===== src/rtl/param_sync_fifo.sv =====
// Single-clock FIFO with programmable thresholds, sticky error flags
// and a choice of registered or first-word-fall-through read data.
module param_sync_fifo #(
    parameter int FIFO_DEPTH = 8,
    parameter int FIFO_WIDTH = 8,
    parameter int AF_LEVEL   = FIFO_DEPTH - 2,
    parameter int AE_LEVEL   = 1,
    parameter int FWFT       = 0
) (
    input  logic                          clk,
    input  logic                          rst_n,
    input  logic                          w_en,
    input  logic [FIFO_WIDTH-1:0]         data_in,
    input  logic                          r_en,
    input  logic                          flush,
    input  logic                          clr_err,
    output logic [FIFO_WIDTH-1:0]         data_out,
    output logic                          full,
    output logic                          empty,
    output logic                          almost_full,
    output logic                          almost_empty,
    output logic [$clog2(FIFO_DEPTH):0]   count,
    output logic                          overflow,
    output logic                          underflow
);

    localparam int AW = $clog2(FIFO_DEPTH);
    localparam int CW = AW + 1;

    logic [FIFO_WIDTH-1:0] mem [FIFO_DEPTH];
    logic [AW-1:0]         wr_ptr;
    logic [AW-1:0]         rd_ptr;
    logic                  wr_ok;
    logic                  rd_ok;

    // Acceptance uses the flags as they stand before the edge.
    assign wr_ok = w_en && !full && !flush;
    assign rd_ok = r_en && !empty && !flush;

    assign full         = (count == CW'(FIFO_DEPTH));
    assign empty        = (count == '0);
    assign almost_full  = (count >= CW'(AF_LEVEL));
    assign almost_empty = (count <= CW'(AE_LEVEL));

    always_ff @(posedge clk or negedge rst_n) begin
        if (!rst_n) begin
            wr_ptr <= '0;
            rd_ptr <= '0;
            count  <= '0;
        end else if (flush) begin
            wr_ptr <= '0;
            rd_ptr <= '0;
            count  <= '0;
        end else begin
            if (wr_ok) wr_ptr <= wr_ptr + 1'b1;
            if (rd_ok) rd_ptr <= rd_ptr + 1'b1;
            if (wr_ok && !rd_ok)
                count <= count + 1'b1;
            else if (rd_ok && !wr_ok)
                count <= count - 1'b1;
        end
    end

    // A fresh error in the same cycle outranks the clear.
    always_ff @(posedge clk or negedge rst_n) begin
        if (!rst_n) begin
            overflow  <= 1'b0;
            underflow <= 1'b0;
        end else begin
            if (w_en && full && !flush)
                overflow <= 1'b1;
            else if (clr_err)
                overflow <= 1'b0;
            if (r_en && empty && !flush)
                underflow <= 1'b1;
            else if (clr_err)
                underflow <= 1'b0;
        end
    end

    always_ff @(posedge clk) begin
        if (wr_ok) mem[wr_ptr] <= data_in;
    end

    generate
        if (FWFT != 0) begin : g_fwft
            assign data_out = empty ? '0 : mem[rd_ptr];
        end else begin : g_reg
            logic [FIFO_WIDTH-1:0] dout_q;
            always_ff @(posedge clk or negedge rst_n) begin
                if (!rst_n)
                    dout_q <= '0;
                else if (rd_ok)
                    dout_q <= mem[rd_ptr];
            end
            assign data_out = dout_q;
        end
    endgenerate

endmodule


===== config.mk =====
export PLATFORM = sky130hd
export DESIGN_NAME = param_sync_fifo
export DESIGN_NICKNAME = d
export VERILOG_FILES = /design/src/rtl/param_sync_fifo.sv
export SDC_FILE = /design/constraint.sdc
export NUM_CORES = 1
export LEC_CHECK = 0
export CAP_MARGIN = 10
export CELL_PAD_IN_SITES_DETAIL_PLACEMENT = 1
export CELL_PAD_IN_SITES_GLOBAL_PLACEMENT = 2
export CORE_UTILIZATION = 32
export CTS_CLUSTER_DIAMETER = 80
export DETAILED_ROUTE_END_ITERATION = 8
export HOLD_SLACK_MARGIN = 0.05
export PLACE_DENSITY = 0.61
export SLEW_MARGIN = 20
export SYNTH_ARGS = -nofsm -noshare
export SYNTH_HDL_FRONTEND = slang
export SYNTH_SLANG_ARGS = --single-unit

===== constraint.sdc =====
create_clock -name clk -period 5.9 [get_ports clk]
set_input_delay 0.59 -clock clk [delete_from_list [all_inputs] [get_ports clk]]
set_output_delay 0.59 -clock clk [all_outputs]
set_load 0.01 [all_outputs]

==> impl_metrics.ini <==
[synth]
yosysSeqAreaShare_pct = 67.8
syn_nets = 272
synthDistinctLibCells = 36
synth-seq-cells = 84
synthArstFlopShare_pct = 23.8
syn_inst = 251
synth_warnings = 0
synth_ff_type = edfxtp_1
syn_avg_cell_area_um2 = 14.2
netlist_area_um2 = 3570
synth_edf_count = 64

[worst_setup_path]
path_class = flop to output port
cp-start-kind = flop
reg2reg_slack_ps = 3270
crit_arrival_ps = 2480
endpoint_kind = output port
r2r_end = mem[2][6]$_DFFE_PP_
r2r_cells = 6
reg2reg_from = count[0]$_DFFE_PN0P_
crit_required_ps = 5310
crit_fanout = 7

[finish]
drive_gt1_share_pct = 8.36
multi_input_area_um2 = 1090
seq_area_um2 = 2420
n_antenna_cell = 0
area_delta_synth_final_pct = 17.4
fin_nets = 304
fin_cells = 427
postLayoutCoreUtil_pct = 38.7
n_fill_cell = 1140

[sta]
period_needed_ps = 3070
maxSlewHeadroom_pct = 32.9
period_share_pct = 52.0
hold_viol = 0
tns_ps = 0
finalMaxSlewViolations = 0
tightestPinTransition_ps = 1010
rsz0062_at_grt = no
fin_skew_ps = 6.45
fmaxAchievable_mhz = 326
setup_viol = 0

[placed_design]
placed_cells = 412
gp_congestion = 0.757
portBuffers = 31
hpwlAfterDp_um = 6000

[route]
drt-total-wl_um = 8570
num_vias = 2032
drt_iter0_drc = 114
wl_per_cell_um = 20.1
drtAntennaViolNets = 0
drt-pass1-iter-count = 4
drc = 0
vias_per_cell = 4.76

[grt]
track_usage_pct = 16.3
grt_start_max_net_pins = 35
grt_pass1_wl_um = 13200
overflow = 0
antenna_found_initial = 0
grt_pass1_vias = 2185

[clocking]
cts.repair.resized = 0
cts_tree = done
ctsHoldBuffers = 0
clockBufferDepth = 2
root_buffer = clkbuf_8
cts.sinks = 84
cts_buffers = 9
cts_setup_buffers = 0
clk_latency_ps = 340
htree_levels = 3
clk_pin_slew_ps = 80

[floorplan]
ios = 32
fp.dieW_um = 108
die_h_um = 108
start_util_pct = 33.0
placementRows = 38
design.die.area_um2 = 11600
coreArea_um2 = 10800

[run_status]
status = finished, final reports clean

[flow_run]
cap_violations = 0

[power_and_ir_drop]
p_total_mw = 1.37
max-vdd-ir-drop_uv = 131
power_density_nw_per_um2 = 326
p_leak_nw = 1.47

[min_path]
worstHoldPathType = primary input to async pin
## per-stage QoR
step | hold WS [ps] | worst slack, ps | area [um^2]
floorplan | 294 | 3410 | 3570
global route | 218 | 2720 | 4200
detailed placement | 462 | 2640 | 4010
global placement | 460 | 2760 | 4010
finish | 193 | 2830 | 4200
CTS | 484 | 2800 | 4190
## critical path, stage by stage (launching register included)
cell	delay, ps
dfrtp_1	470
inv_1	200
ha_1	240
or3b_1	520
inv_4	140
clkdlybuf4s50_1	560
## registers in the layout, indices dropped and copies added (netlist names)
signal and flops:
rd_ptr 3, count 4, data_out 8, underflow 1, overflow 1, mem 64, wr_ptr 3
## layout make-up
| class | instances | share of cell area (%) |
|---|---|---|
| clock inverters | 6 | 1.34 |
| clock buffers | 9 | 2.95 |
| inverters | 6 | 0.596 |
| multi-input cells | 151 | 25.9 |
| flip-flops and latches | 84 | 57.8 |
| well taps | 140 | 4.18 |
| repair buffers | 31 | 7.28 |
## Yosys cell counts, types with 2 or more instances
master,n,share of area (%)
a21oi_1,3,0.42
a22oi_1,16,3.4
buf_1,3,0.32
buf_2,4,0.56
clkbuf_1,2,0.21
dfrtp_1,20,14
edfxtp_1,64,54
ha_1,7,2.5
inv_1,4,0.42
mux2_1,2,0.63
mux2i_1,36,10
nand2_1,24,2.5
nand2b_1,5,0.88
nand3_1,13,1.8
nor2_1,15,1.6
nor2b_1,6,1.1
nor3_1,4,0.56
o22ai_1,2,0.35
xor2_1,4,0.98
## power by group
part	leakage [nW]	internal, mW	switching [mW]	total (mW)
clock	0.0939	0.190	0.193	0.383
sequential	0.838	0.680	0.0395	0.719
combinational	0.542	0.129	0.137	0.266
## metal layers
metal | GRT usage, % | vias up | wire, um
met2 | 24.1 | 35 | 3890
met3 | 2.18 | 9 | 273
met1 | 24.0 | 1003 | 4310
met5 | 0 | - | 0
met4 | 6.46 | 0 | 100
li1 | - | 985 | -
## how the worst max path moves through the flow
| stage | from | end | cells past startpoint |
|---|---|---|---|
| final | count[0]$_DFFE_PN0P_ | empty | 5 |
| after global routing | count[0]$_DFFE_PN0P_ | empty | 5 |
| after CTS | count[0]$_DFFE_PN0P_ | empty | 5 |
| after detailed placement | flush | mem[0][2]$_DFFE_PP_ | 4 |
| after global placement | flush | mem[0][2]$_DFFE_PP_ | 4 |
| after floorplan | count[1]$_DFFE_PN0P_ | mem[0][0]$_DFFE_PP_ | 6 |
## logic make-up (layout without fill, tap and decap cells)
family	Yosys count	count (layout)	synth area share, %
DFF	84	84	67.8
and+or+nand+nor	75	75	10.4
muxes	39	39	11.0
AOI/OAI and AO/OA	25	25	5.04
buffers and inverters	16	52	2.10
adders and majority gates	7	7	2.45
xor gates and xnor gates	5	5	1.23
## placed cells by master, fill, tap and decap left out, types with 2 or more instances in the layout
| cell type | count |
|---|---|
| nor2b_1 | 6 |
| nand2_1 | 24 |
| clkinv_2 | 2 |
| clkbuf_8 | 9 |
| a22oi_1 | 16 |
| ha_1 | 7 |
| o22ai_1 | 2 |
| nor3_1 | 2 |
| nand3_1 | 13 |
| xor2_1 | 4 |
| mux2i_1 | 36 |
| mux2_1 | 2 |
| clkdlybuf4s50_1 | 30 |
| edfxtp_1 | 64 |
| a21oi_1 | 3 |
| clkinv_1 | 2 |
| dfrtp_1 | 19 |
| nor2_1 | 15 |
| nand2b_1 | 5 |
| nor3_2 | 2 |
| inv_1 | 4 |
(Power assumes the default switching activity.)
